File: src/rtl/systolic_pkg.sv
// rtl/systolic_pkg.sv - shared constants, types and arithmetic helpers for the systolic PE
package systolic_pkg;

  localparam logic MODE_PASS = 1'b0;
  localparam logic MODE_OS   = 1'b1;

  // Helpers work on a fixed wide vector; callers zero-pad in and slice out.
  localparam int MAX_W = 128;
  localparam int IDX_W = $clog2(MAX_W);

  typedef logic [MAX_W-1:0] wide_t;

  typedef struct packed {
    logic  ovf;
    wide_t sum;
  } add_res_t;

  typedef enum logic [1:0] {
    DRAIN_NONE = 2'd0,
    DRAIN_FWD  = 2'd1,
    DRAIN_RES  = 2'd2
  } drain_e;

  // Extend a prod_w-bit product to the full wide vector (sign or zero fill).
  function automatic wide_t ext_prod(input wide_t prod, input int prod_w, input bit is_signed);
    wide_t mask;
    mask = (wide_t'(1) << prod_w) - wide_t'(1);
    if (is_signed && prod[IDX_W'(prod_w - 1)]) return prod | ~mask;
    return prod & mask;
  endfunction

  // acc_w-bit add with overflow detection and optional clamp to the acc_w range.
  function automatic add_res_t sat_add(input wide_t x, input wide_t y, input int acc_w,
                                       input bit is_signed, input bit saturate);
    add_res_t res;
    wide_t mask, sum, max_v, min_v;
    logic [IDX_W-1:0] hi, top;
    logic ovf, neg;
    hi   = IDX_W'(acc_w - 1);
    top  = IDX_W'(acc_w);
    mask = (wide_t'(1) << acc_w) - wide_t'(1);
    sum  = (x & mask) + (y & mask);
    if (is_signed) begin
      ovf   = (x[hi] == y[hi]) && (sum[hi] != x[hi]);
      neg   = x[hi];
      max_v = (wide_t'(1) << (acc_w - 1)) - wide_t'(1);
      min_v = wide_t'(1) << (acc_w - 1);
    end else begin
      ovf   = sum[top];
      neg   = 1'b0;
      max_v = mask;
      min_v = '0;
    end
    if (ovf && saturate) sum = neg ? min_v : max_v;
    res.ovf = ovf;
    res.sum = sum & mask;
    return res;
  endfunction

endpackage

File: src/rtl/systolic_pe_if.sv
// rtl/systolic_pe_if.sv - operand, partial-sum and flag bundle of one processing element
interface systolic_pe_if #(
  parameter int DATA_W = 16,
  parameter int ACC_W  = 40
);
  logic              mode_os;
  logic              clr;
  logic [DATA_W-1:0] a_in;
  logic              a_valid_in;
  logic              a_last_in;
  logic [DATA_W-1:0] b_in;
  logic              b_valid_in;
  logic [ACC_W-1:0]  c_in;
  logic              c_valid_in;
  logic [DATA_W-1:0] a_out;
  logic              a_valid_out;
  logic              a_last_out;
  logic [DATA_W-1:0] b_out;
  logic              b_valid_out;
  logic [ACC_W-1:0]  c_out;
  logic              c_valid_out;
  logic              ovf;
  logic              drop;

  // Upstream/neighbour side
  modport master (
    output mode_os, clr, a_in, a_valid_in, a_last_in, b_in, b_valid_in, c_in, c_valid_in,
    input  a_out, a_valid_out, a_last_out, b_out, b_valid_out, c_out, c_valid_out, ovf, drop
  );

  // Processing element side
  modport slave (
    input  mode_os, clr, a_in, a_valid_in, a_last_in, b_in, b_valid_in, c_in, c_valid_in,
    output a_out, a_valid_out, a_last_out, b_out, b_valid_out, c_out, c_valid_out, ovf, drop
  );
endinterface

File: src/rtl/systolic_acc_add.sv
// rtl/systolic_acc_add.sv - combinational ACC_W adder with clamp and overflow flag
module systolic_acc_add
  import systolic_pkg::*;
#(
  parameter int ACC_W    = 40,
  parameter bit SIGNED   = 1'b1,
  parameter bit SATURATE = 1'b0
) (
  input  logic [ACC_W-1:0] x,
  input  logic [ACC_W-1:0] y,
  output logic [ACC_W-1:0] sum,
  output logic             ovf
);

  add_res_t res;
  logic     unused_hi;

  // Widen, add with clamp/overflow, and narrow back to ACC_W
  always_comb begin
    res = sat_add(wide_t'(x), wide_t'(y), ACC_W, SIGNED, SATURATE);
    sum = res.sum[ACC_W-1:0];
    ovf = res.ovf;
  end

  assign unused_hi = ^res.sum[MAX_W-1:ACC_W];

endmodule

File: src/rtl/systolic_pe.sv
// rtl/systolic_pe.sv - systolic multiply-accumulate processing element (pass / output-stationary)
module systolic_pe
  import systolic_pkg::*;
#(
  parameter int DATA_W   = 16,
  parameter int ACC_W    = 40,
  parameter bit SIGNED   = 1'b1,
  parameter bit SATURATE = 1'b0
) (
  input logic         clk,
  input logic         rst_n,
  systolic_pe_if.slave bus
);

  if (ACC_W < 2 * DATA_W) begin : g_bad_acc_w
    $error("systolic_pe: ACC_W must be at least 2*DATA_W");
  end
  if (ACC_W >= MAX_W) begin : g_bad_max_w
    $error("systolic_pe: ACC_W must be below the package helper width");
  end

  logic                fire;
  logic [2*DATA_W-1:0] a_ext, b_ext, prod_raw;
  wide_t               prod_wide;
  logic [ACC_W-1:0]    prod_ext;
  logic                unused_prod_hi;

  logic [DATA_W-1:0]   a_q, b_q;
  logic                a_v_q, a_last_q, b_v_q;
  logic [ACC_W-1:0]    prod_q, c_d, acc, res_q, c_q;
  logic                prod_v, prod_last, pending, c_v_q, ovf_q, drop_q;

  logic [ACC_W-1:0]    pass_sum, acc_sum;
  logic                pass_ovf, acc_ovf;
  drain_e              drain_sel;
  logic                res_load, res_emit;

  assign fire = bus.a_valid_in & bus.b_valid_in;

  // Operand extension and the full-width product feeding the product register
  always_comb begin
    a_ext     = SIGNED ? {{DATA_W{bus.a_in[DATA_W-1]}}, bus.a_in} : {{DATA_W{1'b0}}, bus.a_in};
    b_ext     = SIGNED ? {{DATA_W{bus.b_in[DATA_W-1]}}, bus.b_in} : {{DATA_W{1'b0}}, bus.b_in};
    prod_raw  = a_ext * b_ext;
    prod_wide = ext_prod(wide_t'(prod_raw), 2 * DATA_W, SIGNED);
    prod_ext  = prod_wide[ACC_W-1:0];
  end

  assign unused_prod_hi = ^prod_wide[MAX_W-1:ACC_W];

  systolic_acc_add #(.ACC_W(ACC_W), .SIGNED(SIGNED), .SATURATE(SATURATE)) u_pass_add (
    .x(c_d), .y(prod_q), .sum(pass_sum), .ovf(pass_ovf)
  );

  systolic_acc_add #(.ACC_W(ACC_W), .SIGNED(SIGNED), .SATURATE(SATURATE)) u_acc_add (
    .x(acc), .y(prod_q), .sum(acc_sum), .ovf(acc_ovf)
  );

  // Drain arbitration: upstream results win over the local pending result
  always_comb begin
    drain_sel = DRAIN_NONE;
    if (bus.c_valid_in)  drain_sel = DRAIN_FWD;
    else if (pending)    drain_sel = DRAIN_RES;
    res_load = (bus.mode_os == MODE_OS) && prod_v && prod_last;
    res_emit = (drain_sel == DRAIN_RES);
  end

  // Forward west/north operands one cycle on; clr leaves this path alone
  always_ff @(posedge clk or negedge rst_n) begin
    if (!rst_n) begin
      a_q      <= '0;
      a_v_q    <= 1'b0;
      a_last_q <= 1'b0;
      b_q      <= '0;
      b_v_q    <= 1'b0;
    end else begin
      a_q      <= bus.a_in;
      a_v_q    <= bus.a_valid_in;
      a_last_q <= bus.a_last_in;
      b_q      <= bus.b_in;
      b_v_q    <= bus.b_valid_in;
    end
  end

  // Product stage, pass-mode sum, local accumulation, drain and sticky flags
  always_ff @(posedge clk or negedge rst_n) begin
    if (!rst_n) begin
      prod_q    <= '0;
      prod_v    <= 1'b0;
      prod_last <= 1'b0;
      c_d       <= '0;
      acc       <= '0;
      res_q     <= '0;
      pending   <= 1'b0;
      c_q       <= '0;
      c_v_q     <= 1'b0;
      ovf_q     <= 1'b0;
      drop_q    <= 1'b0;
    end else if (bus.clr) begin
      acc     <= '0;
      prod_v  <= 1'b0;
      c_d     <= '0;
      pending <= 1'b0;
      c_v_q   <= 1'b0;
      ovf_q   <= 1'b0;
      drop_q  <= 1'b0;
    end else begin
      prod_v <= fire;
      if (fire) begin
        prod_q    <= prod_ext;
        prod_last <= bus.a_last_in;
      end
      c_d <= bus.c_valid_in ? bus.c_in : '0;
      if (bus.mode_os == MODE_PASS) begin
        c_v_q <= prod_v;
        if (prod_v) begin
          c_q <= pass_sum;
          if (pass_ovf) ovf_q <= 1'b1;
        end
      end else begin
        if (prod_v) begin
          if (acc_ovf) ovf_q <= 1'b1;
          if (prod_last) begin
            res_q <= acc_sum;
            acc   <= '0;
          end else begin
            acc <= acc_sum;
          end
        end
        case (drain_sel)
          DRAIN_FWD: begin c_q <= bus.c_in; c_v_q <= 1'b1; end
          DRAIN_RES: begin c_q <= res_q;    c_v_q <= 1'b1; end
          default:   c_v_q <= 1'b0;
        endcase
        pending <= res_load | (pending & ~res_emit);
        if (res_load && pending && !res_emit) drop_q <= 1'b1;
      end
    end
  end

  assign bus.a_out       = a_q;
  assign bus.a_valid_out = a_v_q;
  assign bus.a_last_out  = a_last_q;
  assign bus.b_out       = b_q;
  assign bus.b_valid_out = b_v_q;
  assign bus.c_out       = c_q;
  assign bus.c_valid_out = c_v_q;
  assign bus.ovf         = ovf_q;
  assign bus.drop        = drop_q;

endmodule
File: src/flat_wrapper.sv
// flat-port wrapper written by rule: the top's interface ports become plain ports
module systolic_pe_flat import systolic_pkg::*;
#(
  parameter int DATA_W   = 16,
  parameter int ACC_W    = 40,
  parameter bit SIGNED   = 1'b1,
  parameter bit SATURATE = 1'b0
)
  (clk, rst_n, bus_mode_os, bus_clr, bus_a_in, bus_a_valid_in, bus_a_last_in, bus_b_in, bus_b_valid_in, bus_c_in, bus_c_valid_in, bus_a_out, bus_a_valid_out, bus_a_last_out, bus_b_out, bus_b_valid_out, bus_c_out, bus_c_valid_out, bus_ovf, bus_drop);
  systolic_pe_if #(.DATA_W(DATA_W), .ACC_W(ACC_W)) bus_i ();
  input logic clk;
  input logic rst_n;
  input wire logic [$bits(bus_i.mode_os)-1:0] bus_mode_os;
  input wire logic [$bits(bus_i.clr)-1:0] bus_clr;
  input wire logic [$bits(bus_i.a_in)-1:0] bus_a_in;
  input wire logic [$bits(bus_i.a_valid_in)-1:0] bus_a_valid_in;
  input wire logic [$bits(bus_i.a_last_in)-1:0] bus_a_last_in;
  input wire logic [$bits(bus_i.b_in)-1:0] bus_b_in;
  input wire logic [$bits(bus_i.b_valid_in)-1:0] bus_b_valid_in;
  input wire logic [$bits(bus_i.c_in)-1:0] bus_c_in;
  input wire logic [$bits(bus_i.c_valid_in)-1:0] bus_c_valid_in;
  output wire logic [$bits(bus_i.a_out)-1:0] bus_a_out;
  output wire logic [$bits(bus_i.a_valid_out)-1:0] bus_a_valid_out;
  output wire logic [$bits(bus_i.a_last_out)-1:0] bus_a_last_out;
  output wire logic [$bits(bus_i.b_out)-1:0] bus_b_out;
  output wire logic [$bits(bus_i.b_valid_out)-1:0] bus_b_valid_out;
  output wire logic [$bits(bus_i.c_out)-1:0] bus_c_out;
  output wire logic [$bits(bus_i.c_valid_out)-1:0] bus_c_valid_out;
  output wire logic [$bits(bus_i.ovf)-1:0] bus_ovf;
  output wire logic [$bits(bus_i.drop)-1:0] bus_drop;
  assign bus_i.mode_os = bus_mode_os;
  assign bus_i.clr = bus_clr;
  assign bus_i.a_in = bus_a_in;
  assign bus_i.a_valid_in = bus_a_valid_in;
  assign bus_i.a_last_in = bus_a_last_in;
  assign bus_i.b_in = bus_b_in;
  assign bus_i.b_valid_in = bus_b_valid_in;
  assign bus_i.c_in = bus_c_in;
  assign bus_i.c_valid_in = bus_c_valid_in;
  assign bus_a_out = bus_i.a_out;
  assign bus_a_valid_out = bus_i.a_valid_out;
  assign bus_a_last_out = bus_i.a_last_out;
  assign bus_b_out = bus_i.b_out;
  assign bus_b_valid_out = bus_i.b_valid_out;
  assign bus_c_out = bus_i.c_out;
  assign bus_c_valid_out = bus_i.c_valid_out;
  assign bus_ovf = bus_i.ovf;
  assign bus_drop = bus_i.drop;
  systolic_pe #(.DATA_W(DATA_W), .ACC_W(ACC_W), .SIGNED(SIGNED), .SATURATE(SATURATE)) u_core (.clk(clk), .rst_n(rst_n), .bus(bus_i));
endmodule
File: config.mk
export PLATFORM = sky130hd
export DESIGN_NAME = systolic_pe_flat
export DESIGN_NICKNAME = d
export VERILOG_FILES = /design/src/rtl/systolic_pkg.sv /design/src/rtl/systolic_pe_if.sv /design/src/rtl/systolic_acc_add.sv /design/src/rtl/systolic_pe.sv /design/src/flat_wrapper.sv
export SDC_FILE = /design/constraint.sdc
export NUM_CORES = 1
export LEC_CHECK = 0
export ABC_CLOCK_PERIOD_IN_PS = 7720
export CORE_ASPECT_RATIO = 0.6
export CORE_MARGIN = 5
export CORE_UTILIZATION = 35
export DETAILED_ROUTE_END_ITERATION = 8
export GPL_ROUTABILITY_DRIVEN = 0
export PLACE_DENSITY = 0.6
export SLEW_MARGIN = 40
export SYNTH_ARGS = -nofsm -noshare
export SYNTH_HDL_FRONTEND = slang
export SYNTH_HIERARCHICAL = 1
export SYNTH_SLANG_ARGS = --single-unit
File: constraint.sdc
create_clock -name clk -period 7.72 [get_ports clk]
set_input_delay 1.544 -clock clk [delete_from_list [all_inputs] [get_ports clk]]
set_output_delay 1.544 -clock clk [all_outputs]
set_load 0.01 [all_outputs]
## Yosys cells after proc, flatten, opt, wreduce, memory -nomap -nowiden

Index checks and enable logic that the tools add are counted.
Widths: inputs -> output; s select.

- Bits in registers: 241
- Bits in latches: 0
- Memory bits (writable): 0
- ROM bits: 0
- Input bits: 80
- Logic and storage cells: 80
- Memories kept: 0

- Add/sub/neg operators: 2
- $mul: 1
- Divide/modulo/power cells: 0
- Magnitude comparators: 0
- Eq/ne operators: 8
- Shifts and indexed selects: 0
- Muxes and demuxes: 29
- Bitwise logic cells: 5
- Reduce and logical (&&, ||, !) cells: 19

Operators by type and width:

| cell | number |
|---|---|
| $mux 40 | 10 |
| $add 40x40->40 | 2 |
| $pmux 40 s2 | 1 |
| $mul 16x16->32 | 1 |
| $mux 1 | 16 |
| $reduce_bool 2->1 | 4 |
| $logic_and 1x1->1 | 6 |
| $ne 3x1->1 const B | 2 |
| $reduce_and 2->1 | 3 |
| $reduce_and 3->1 | 2 |
| $mux 2 | 2 |
| $reduce_and 4->1 | 1 |
| $reduce_bool 3->1 | 1 |
| $and 1x1->1 | 2 |
| $eq 1x1->1 | 2 |
| $eq 2x1->1 const B | 1 |
| $eq 2x2->1 const B | 1 |
| $ne 1x1->1 | 2 |
| $not 1->1 | 2 |
| $reduce_or 2->1 | 1 |
| $logic_not 1->1 | 1 |
| $or 1x1->1 | 1 |

## Logic depth before layout (Yosys ltp)

- Depth in word-level cells: 8
- Mapped depth: 23
- Gate-level depth less buffers: 21

## Modules after synthesis

The synthesis kept the hierarchy.

By module, submodules not included:

| module | instances | cells each | area each (sq um) | sequential area each (sq um) |
|---|---|---|---|---|
| systolic_pe | 1 | 1,867 | 18,636.6 | 5,830.6 |
| systolic_acc_add | 2 | 331 | 2,257.2 | 0.0 |

## Worst setup path before layout

No wires, ideal clock.

- Path kind: input-to-reg
- From: in bus_a_in[15]
- To: reg u_core.prod_q[28]
- Setup time: 0.133 ns
- Arrival time: 6.803 ns
- Required time: 7.587 ns
- Slack: 0.784 ns
- Stages on the path: 20
- Cell sequence: clkbuf_1 -> nand2_1 -> inv_1 -> fa_1 -> fa_1 -> fa_1 -> fa_1 -> fa_1 -> inv_1 -> fa_1 -> inv_1 -> ha_1 -> nand4_1 -> a31oi_1 -> a211oi_2 -> nand2_1 -> a31oi_1 -> o21a_1 -> xor2_1 -> o21ai_0

- Word-level cells in the longest chain between the ends: 3
- Elaborated cells between the ends (all ways): 4
- Classes of those cells: mul (1); mux (3)

RTL lines:

| what | line | RTL |
|---|---|---|
| start: declaration | flat_wrapper.sv:15 | `input wire logic [$bits(bus_i.a_in)-1:0] bus_a_in;` |
| $mul 16x16->32 * | systolic_pe.sv:44 | `prod_raw = a_ext * b_ext;` |
| $mux 40 or $mux 1 (tied branches) | systolic_pkg.sv:28 | `if (is_signed && prod[IDX_W'(prod_w - 1)]) return prod \| ~mask;` |
| $mux 40 * | systolic_pkg.sv:29 | `return prod & mask;` |
| end signal: assignment | systolic_pe.sv:110 | `prod_q <= prod_ext;` |
| end: declaration | systolic_pe.sv:30 | `logic [ACC_W-1:0] prod_q, c_d, acc, res_q, c_q;` |

Mark *: on every way between the ends. The rest lies on a longest branch, timed or not. The select of a mux whose other input is x is not followed.
A chain may end at the register's enable or synchronous reset.

## Final worst setup path

- From: in bus_b_in[2]
- To: reg u_core.prod_q[20]

- Word-level cells in the longest chain between the ends: 3
- Elaborated cells between the ends (all ways): 4
- Classes of those cells: mul (1); mux (3)

RTL lines:

| what | line | RTL |
|---|---|---|
| start: declaration | flat_wrapper.sv:18 | `input wire logic [$bits(bus_i.b_in)-1:0] bus_b_in;` |
| $mul 16x16->32 * | systolic_pe.sv:44 |  |
| $mux 40 or $mux 1 (tied branches) | systolic_pkg.sv:28 |  |
| $mux 40 * | systolic_pkg.sv:29 |  |

Marked as above.

==> impl_metrics.prom <==
# TYPE chip_impl_metric gauge
chip_impl_metric{name="tritoncts.num_buffers",unit=""} 28
chip_impl_metric{name="setup_viol",unit=""} 0
chip_impl_metric{name="timing.reg2reg.worst_path_depth",unit=""} 12
chip_impl_metric{name="worst-endpoint-required",unit="ns"} 8.16
chip_impl_metric{name="hold_slack",unit="ns"} 0.478
chip_impl_metric{name="logic_pwr_share",unit=""} 0.763
chip_impl_info{name="hold_path_class",value="flip-flop to flip-flop"} 1
chip_impl_info{name="critical_path.cell_chain",value="clkdlybuf4s50_1 > buf_4 > nand2_1 > fa_1 > fa_1 > fa_1 > fa_1 > inv_1 > fa_1 > inv_1 > fa_1 > inv_1 > ha_1 > and3_1 > o21a_1 > o21ai_2 > nand3_2 > a21o_2 > a21oi_2 > nor4b_1 > or3_1"} 1
chip_impl_metric{name="globalRoute.totalOverflow",unit=""} 0
chip_impl_metric{name="first_global_vias",unit=""} 19088
chip_impl_metric{name="core_region_area",unit="um2"} 65900
chip_impl_metric{name="clk_lat_worst_skew",unit="ns"} 0.57
chip_impl_metric{name="final.setup.tns",unit="ns"} 0
chip_impl_metric{name="p_leak",unit="nW"} 12.8
chip_impl_metric{name="detail_route.drc_violations",unit=""} 0
chip_impl_metric{name="layout_area_growth_over_synthesis",unit="%"} 16.8
chip_impl_metric{name="report.power.total",unit="W"} 0.0135
chip_impl_metric{name="io_pins",unit=""} 158
chip_impl_info{name="critPathSlowestCell",value="sky130_fd_sc_hd__clkdlybuf4s50_1"} 1
chip_impl_metric{name="max_cap_violations",unit=""} 0
chip_impl_metric{name="final.min_clock_period",unit="ns"} 7.27
chip_impl_info{name="crit_path_end_kind",value="flip-flop"} 1
chip_impl_metric{name="die_h",unit="um"} 209
chip_impl_metric{name="nNetsFinal",unit=""} 3186
chip_impl_metric{name="synth_area_per_cell",unit="um2"} 9.15
chip_impl_metric{name="postLayoutCoreUtil",unit=""} 0.411
chip_impl_metric{name="grt_antenna_before_repair",unit=""} 0
chip_impl_metric{name="detail-route-antenna-nets",unit=""} 0
chip_impl_info{name="ys_dominant_reg_cell",value="sky130_fd_sc_hd__dfrtp_1"} 1
chip_impl_metric{name="initial_utilization",unit=""} 0.352
chip_impl_metric{name="hold_viol",unit=""} 0
chip_impl_metric{name="seqPwrFrac",unit=""} 0.134
chip_impl_metric{name="drive_gt1_frac",unit=""} 0.0729
chip_impl_metric{name="clock_sinks",unit=""} 233
chip_impl_metric{name="clockPowerShare",unit=""} 0.103
chip_impl_metric{name="tightest_slew",unit="ns"} 0.834
chip_impl_metric{name="timing.fmax",unit="MHz"} 138
chip_impl_metric{name="detailroute.via_count",unit=""} 18282
chip_impl_metric{name="mappedNetlistArea",unit="um2"} 23200
chip_impl_metric{name="instance_count_of_the_mapped_netlist",unit=""} 2529
chip_impl_metric{name="yosysSeqAreaShare",unit=""} 0.252
chip_impl_metric{name="grt_start_max_net_pins",unit=""} 102
chip_impl_metric{name="fin_worst_skew",unit="ns"} 0.0135
chip_impl_metric{name="grtUsageTotal",unit=""} 0.180
chip_impl_metric{name="power.share.switching",unit=""} 0.496
chip_impl_metric{name="die_w",unit="um"} 342
chip_impl_info{name="ctsRootBufferMaster",value="sky130_fd_sc_hd__clkbuf_16"} 1
chip_impl_metric{name="cts_post_setup_buffers_inserted",unit=""} 0
chip_impl_metric{name="internal-power",unit="W"} 0.00680
chip_impl_info{name="layout.cells.most_common_list",value="405 x sky130_fd_sc_hd__nand2_1, 313 x sky130_fd_sc_hd__inv_1, 264 x sky130_fd_sc_hd__fa_1"} 1
chip_impl_metric{name="ctsResizeCount",unit=""} 0
chip_impl_info{name="crit_path_frequent_cell",value="sky130_fd_sc_hd__fa_1"} 1
chip_impl_metric{name="irDropWorstVdd",unit="V"} 0.000622
chip_impl_metric{name="netSwitchingPower",unit="W"} 0.00669
chip_impl_info{name="criticalPathCategory",value="primary input to flip-flop"} 1
chip_impl_metric{name="first_pass_grt_wire_length",unit="um"} 105000
chip_impl_metric{name="whs_path_depth",unit=""} 2
chip_impl_metric{name="routed_wirelength",unit="um"} 63300
chip_impl_metric{name="data_arrival_time_of_the_critical_path",unit="ns"} 7.71
chip_impl_metric{name="synth.net_count",unit=""} 3033
chip_impl_metric{name="cts_htree_levels",unit=""} 1
chip_impl_info{name="setup.worst_path.start_class",value="primary input"} 1
chip_impl_metric{name="clkSlewWorstSetupHoldPaths",unit="ns"} 0.06
chip_impl_info{name="layout.cells.most_common",value="sky130_fd_sc_hd__nand2_1"} 1
chip_impl_metric{name="worstPathBufferInverterCount",unit=""} 5
chip_impl_metric{name="worst_path_largest_cell_delay",unit="ns"} 0.65
chip_impl_metric{name="finalCritPeriodShare",unit=""} 0.942
chip_impl_metric{name="fp.dieArea",unit="um2"} 71600
chip_impl_metric{name="synth_cell_type_count",unit=""} 72
chip_impl_metric{name="ys.warnings.count",unit=""} 6
chip_impl_metric{name="wire_per_inst",unit="um"} 17.6
chip_impl_metric{name="path_max_fanout",unit=""} 15
chip_impl_metric{name="detailed_place_hpwl",unit="um"} 51200
chip_impl_metric{name="placement_row_count",unit=""} 73
chip_impl_metric{name="first_iter_violations",unit=""} 1318
chip_impl_info{name="critical_path.top_delay_family",value="adder cells"} 1
chip_impl_metric{name="slew_headroom",unit=""} 0.442
chip_impl_metric{name="viasPerCell",unit=""} 5.08
chip_impl_metric{name="synthArstFlopShare",unit=""} 1.00
chip_impl_metric{name="drt_pre_antenna_iters",unit=""} 5
chip_impl_metric{name="synth_edf_count",unit=""} 0
chip_impl_metric{name="synth-seq-cells",unit=""} 233
chip_impl_metric{name="dp_cells",unit=""} 3551
chip_impl_info{name="cts_tree",value="done"} 1
chip_impl_metric{name="finalNonFillerCells",unit=""} 3602
chip_impl_info{name="status",value="finished clean"} 1
chip_impl_metric{name="cts.hold.buffers_added",unit=""} 0
chip_impl_metric{name="cts-root-to-sink-buffers",unit=""} 3
chip_impl_metric{name="io_buffers",unit=""} 157
chip_impl_metric{name="power_density",unit="nW/um2"} 499
chip_impl_metric{name="final_max_slew_violation_count",unit=""} 0
chip_impl_metric{name="num_antenna_cells",unit=""} 0
chip_impl_info{name="rsz0062_at_grt",value="no"} 1
chip_impl_metric{name="critical_path_cell_count",unit=""} 21
==> layout make-up <==
class                           count  area [um2]
Fill cell                        6494       38800
Multi-Input combinational cell   1881       15800
Sequential cell                   233        5830
Timing Repair Buffer              224        2160
Inverter                          314        1180
Tap cell                          900        1130
Clock buffer                       36         792
Clock inverter                     14         169
==> per-layer routing <==
| metal | part of all wire | vias up | track usage |
|---|---|---|---|
| li1 | - | 8568 | - |
| met2 | 0.43 | 538 | 0.277 |
| met5 | 0 | - | 0 |
| met3 | 0.063 | 66 | 0.0257 |
| met4 | 0.017 | 0 | 0.0296 |
| met1 | 0.49 | 9110 | 0.274 |
==> power groups by stage <==
stage	clock network [W]	registers, W	logic [W]
after floorplan	0	0.00174	0.00749
after global placement	0	0.00183	0.00998
after detailed placement	0	0.00184	0.0102
after CTS	0.00145	0.00182	0.0103
after global routing	0.00149	0.00185	0.0116
final	0.00140	0.00181	0.0103
==> sequential cells by signal, summed over array words and instances (netlist names) <==
signal	cells
u_core/prod_last	1
u_core/bus.drop	1
u_core/bus.a_last_out	1
u_core/bus.c_out	40
u_core/bus.a_valid_out	1
u_core/bus.b_valid_out	1
u_core/acc	40
u_core/prod_v	1
u_core/res_q	40
u_core/c_d	40
u_core/bus.b_out	16
u_core/prod_q	32
u_core/bus.c_valid_out	1
u_core/pending	1
u_core/bus.a_out	16
u_core/bus.ovf	1
==> worst register-to-register path: cells and delay by family, from the launching register on <==
| family | cells | cell delay [ns] |
|---|---|---|
| flops | 1 | 0.49 |
| fa+ha+maj | 1 | 0.36 |
| compound gates | 5 | 1.12 |
| mux | 2 | 0.49 |
| simple gates | 4 | 1.40 |
==> kinds of logic (layout without fill, tap and decap cells) <==
kind of cell | Yosys count | in the layout | synth area share
adders and majority gates | 424 | 424 | 0.315
muxes | 86 | 86 | 0.0396
and+or+nand+nor | 781 | 781 | 0.157
buffers and inverters | 415 | 588 | 0.0678
DFF | 233 | 233 | 0.252
AOI/OAI and AO/OA | 484 | 484 | 0.129
xor gates and xnor gates | 106 | 106 | 0.0401
==> worst paths after layout <==
check	from	end	slack (ns)
min in group asynchronous	rst_n	u_core/bus.b_out[1]$_DFF_PN0_	0.84
worst min register to register	u_core/bus.c_out[4]$_DFFE_PN0P_	u_core/bus.c_out[4]$_DFFE_PN0P_	0.48
worst max register to register	u_core/prod_q[1]$_DFFE_PN0P_	u_core/bus.ovf$_DFFE_PN0P_	3.73
worst min-delay path	u_core/bus.c_out[4]$_DFFE_PN0P_	u_core/bus.c_out[4]$_DFFE_PN0P_	0.48
max in group asynchronous	rst_n	u_core/bus.c_out[17]$_DFFE_PN0P_	5.48
worst max-delay path	bus_b_in[2]	u_core/prod_q[20]$_DFFE_PN0P_	0.45
==> stage by stage <==
step	worst slack (ns)	instance area, um2
3_3_place_gp	0.0485	26000
5_1_grt	0.218	27000
2_1_floorplan	0.784	23200
4_1_cts	0.541	27000
3_5_place_dp	-0.0641	26100
6_report	0.452	27000
==> Yosys cell counts (all sizes together) (6+ instances only) <==
cell type / instances / area [um2]
a21o: 39 / 294
and2: 162 / 1010
a211oi: 17 / 148
o41ai: 8 / 123
o21a: 9 / 67.6
nand2: 405 / 1520
o21ai: 215 / 1080
nor2b: 11 / 68.8
nand2b: 11 / 68.8
fa: 264 / 5290
mux2: 44 / 495
inv: 314 / 1180
buf: 15 / 67.6
a31oi: 11 / 68.8
nand3: 24 / 125
xnor2: 73 / 639
nor4: 6 / 37.5
xor2: 33 / 289
a21oi: 118 / 606
nand4: 27 / 169
nor2: 90 / 340
dfrtp: 233 / 5830
nor3: 13 / 65.1
clkbuf: 86 / 323
and3: 15 / 98.8
o21bai: 21 / 158
ha: 160 / 2000
mux2i: 42 / 420
No activity file was read; power rests on OpenSTA's default activity.
==> edit, RTL diff (same settings) <==
Make the reset (`rst_n`) synchronous in 2 clocked blocks.
--- a/src/rtl/systolic_pe.sv
+++ b/src/rtl/systolic_pe.sv
@@ -66,7 +66,7 @@
   end
 
   // Forward west/north operands one cycle on; clr leaves this path alone
-  always_ff @(posedge clk or negedge rst_n) begin
+  always_ff @(posedge clk) begin
     if (!rst_n) begin
       a_q      <= '0;
       a_v_q    <= 1'b0;
@@ -83,7 +83,7 @@
   end
 
   // Product stage, pass-mode sum, local accumulation, drain and sticky flags
-  always_ff @(posedge clk or negedge rst_n) begin
+  always_ff @(posedge clk) begin
     if (!rst_n) begin
       prod_q    <= '0;
       prod_v    <= 1'b0;
Function: differs if rst_n is asserted again (counterexample within 4 cycles, from zero or initial values and one cycle with rst_n low); with rst_n held inactive, the same outputs for 4 cycles.
==> edit against the unedited design <==
- sequential cell count is the same
- sequential power is 27% lower
- fmax is 1.1% higher
- wire length shrank 1.1%
- final area shrank 1.2%
- largest cell class unchanged
- setup slack better by 76 ps
- sequential share of layout area is 4.1 points lower
- power down 14%
- clock power decreased by 4%
- hold slack got worse by 25 ps
- synthesized area shrank 1.5%
- global-route usage decreased by 0.14 points
- non-clock buffer count grew 24
==> edit: results (changes against the unedited design) <==
pwr:
  peakVddDrop_v: 0.000728  # was 0.000622 V
  clock_power_share_pct: 11.6  # was 10.3%
  internal_power_mw: 6.10  # was 6.80 mW
  p_leak_nw: 12.2  # was 12.8 nW
  powerComb_mw: 8.99  # was 10.3 mW
clocking:
  cts_hold_buf: 0  # unchanged
  cts_buffer_depth: 3  # unchanged
  clock_latency_ps: 570  # about the same
  htreeDepth: 1  # unchanged
  clkTransAtPathRegs_ps: 60  # about the same
  cts_buffers: 27  # was 28
  cts_setup_buffers: 0  # unchanged
worst_hold_path:
  hold_path_class: "reg -> reg"  # unchanged
  hp-start: "u_core/res_q[39]"  # was u_core/bus.c_out[4]
  hold-path-endpoint: "u_core/res_q[39]"  # was u_core/bus.c_out[4]
placed_design:
  port_buffers: 157  # unchanged
  dp_hpwl_mm: 49.8  # was 51.2 mm
  dpl_worst_slack_ps: 60.4  # was -64.1 ps
layout:
  final_nets: 3357  # was 3186
  antenna_cells: 0  # unchanged
  fillCellCount: 6550  # was 6494
  layout-drive-gt1-share_pct: 6.30  # was 7.29%
worst_setup_path:
  cp_max_fo: 9  # was 15
  rr_endpoint: "u_core/acc[36]"  # was u_core/bus.ovf
  reg2reg_depth: 13  # was 12
  regToRegSetupSlack_ps: 3840  # was 3730 ps
  endpoint: "u_core/prod_q[38]"  # was u_core/prod_q[20]
  cp-startpoint: "bus_a_in[10]"  # was bus_b_in[2]
  reg2reg_from: "u_core/prod_q[0]"  # was u_core/prod_q[1]
  arrival_ps: 7650  # was 7710 ps
detailed_routing:
  vias_per_cell: 5.06  # was 5.08
  avgRoutedWirePerCell_um: 16.8  # was 17.6 um
  first_pass_iters: 6  # was 5
  drt-initial-drc-count: 1394  # was 1318
yosys:
  synth_top_flop_cell: "dfxtp_1"  # was dfrtp_1
  synth-seq-area-share_pct: 20.5  # was 25.2%
  async_flop_share_pct: 0  # was 100%
  synthAdderAreaFrac_pct: 32.0  # was 31.5%
  synthMuxAreaShare_pct: 2.08  # was 3.96%
  synth_xor_xnor_area_share_pct: 3.80  # was 4.01%
  synth.distinct_cells: 76  # was 72
  synth_compound_area_share_pct: 14.9  # was 12.9%
  syn_nets: 3212  # was 3033
  ys_top_cells_by_area: "fa_1, dfxtp_1, ha_1, a21oi_1, nand2_1"  # was dfrtp_1, fa_1, ha_1, nand2_1, inv_1
  synthTopCellsByCount: "nand2_1, inv_1, fa_1"  # unchanged
global_route:
  first_global_vias: 18700  # was 19100
  grt_pass1_wl_mm: 104  # was 105 mm
  grt_start_max_net_pins: 82  # was 102
  track_usage_pct: 17.9  # was 18.0%
  antenna_found_initial: 1  # was 0
run_status:
  status: "finished, final reports clean"  # unchanged
timing:
  layout_min_cycle_time_ps: 7190  # was 7270 ps
  slew_headroom_pct: 44.8  # was 44.2%
  skew_ps: 22.5  # was 13.5 ps
[edit: changes by cell type in the layout (fill, tap and decap cells not counted), moves of 18 or more]
cell	unedited run	this run
dfrtp_1	232	0
dfxtp_1	0	232
a21oi_1	113	256
o21ai_0	204	66
nor2_1	88	225
nand2_1	405	318
a211oi_1	13	55
nor3b_1	4	46
mux2_2	44	3
and3_1	14	52
buf_4	59	77
[edit: cell type report]
cell class	instances	area share [%]
multi-input cells	2024	61.6
flip-flops and latches	233	17.5
repair buffers	248	8.99
inverters	319	4.49
well taps	851	3.98
clock buffers	38	2.98
clock inverters	10	0.468
[edit: metrics by stage]
stage                     cells  utilization (%)  hold WS [ps]  cell area [um2]  total power [mW]
final                      3723             41.4           453            26700              11.7
after global routing       3723             41.4           475            26700              13.1
after CTS                  3723             41.4           455            26700              11.8
after detailed placement   3675             40.0           447            25800              10.3
after global placement     3674             39.9           444            25800              10.3
after floorplan            2708                -           436            22800              7.86
[edit: per-layer routing]
metal | global-route usage [%] | routed length (um)
met5 | 0 | 7
met4 | 1.94 | 660
met3 | 3.16 | 4030
met2 | 25.6 | 25100
met1 | 28.6 | 32800
[edit: cells by family after synthesis]
group	count (synthesis)
muxes	47
DFF	233
adders and majority gates	424
buffers and inverters	451
and+or+nand+nor	916
AOI/OAI and AO/OA	538
xor gates and xnor gates	99
[edit: critical path, stage by stage]
cell and delay, ps:
clkdlybuf4s50_1 720, buf_4 240, nand2_1 80, fa_1 530
inv_1 50, fa_1 550, fa_1 430, fa_1 460
fa_1 490, inv_1 50, fa_1 470, inv_1 40
ha_1 320, a211o_1 280, a21oi_1 160, o21ai_0 110
a221oi_1 420, o21a_1 200, a211oi_1 100, o21a_1 180
o31ai_1 210
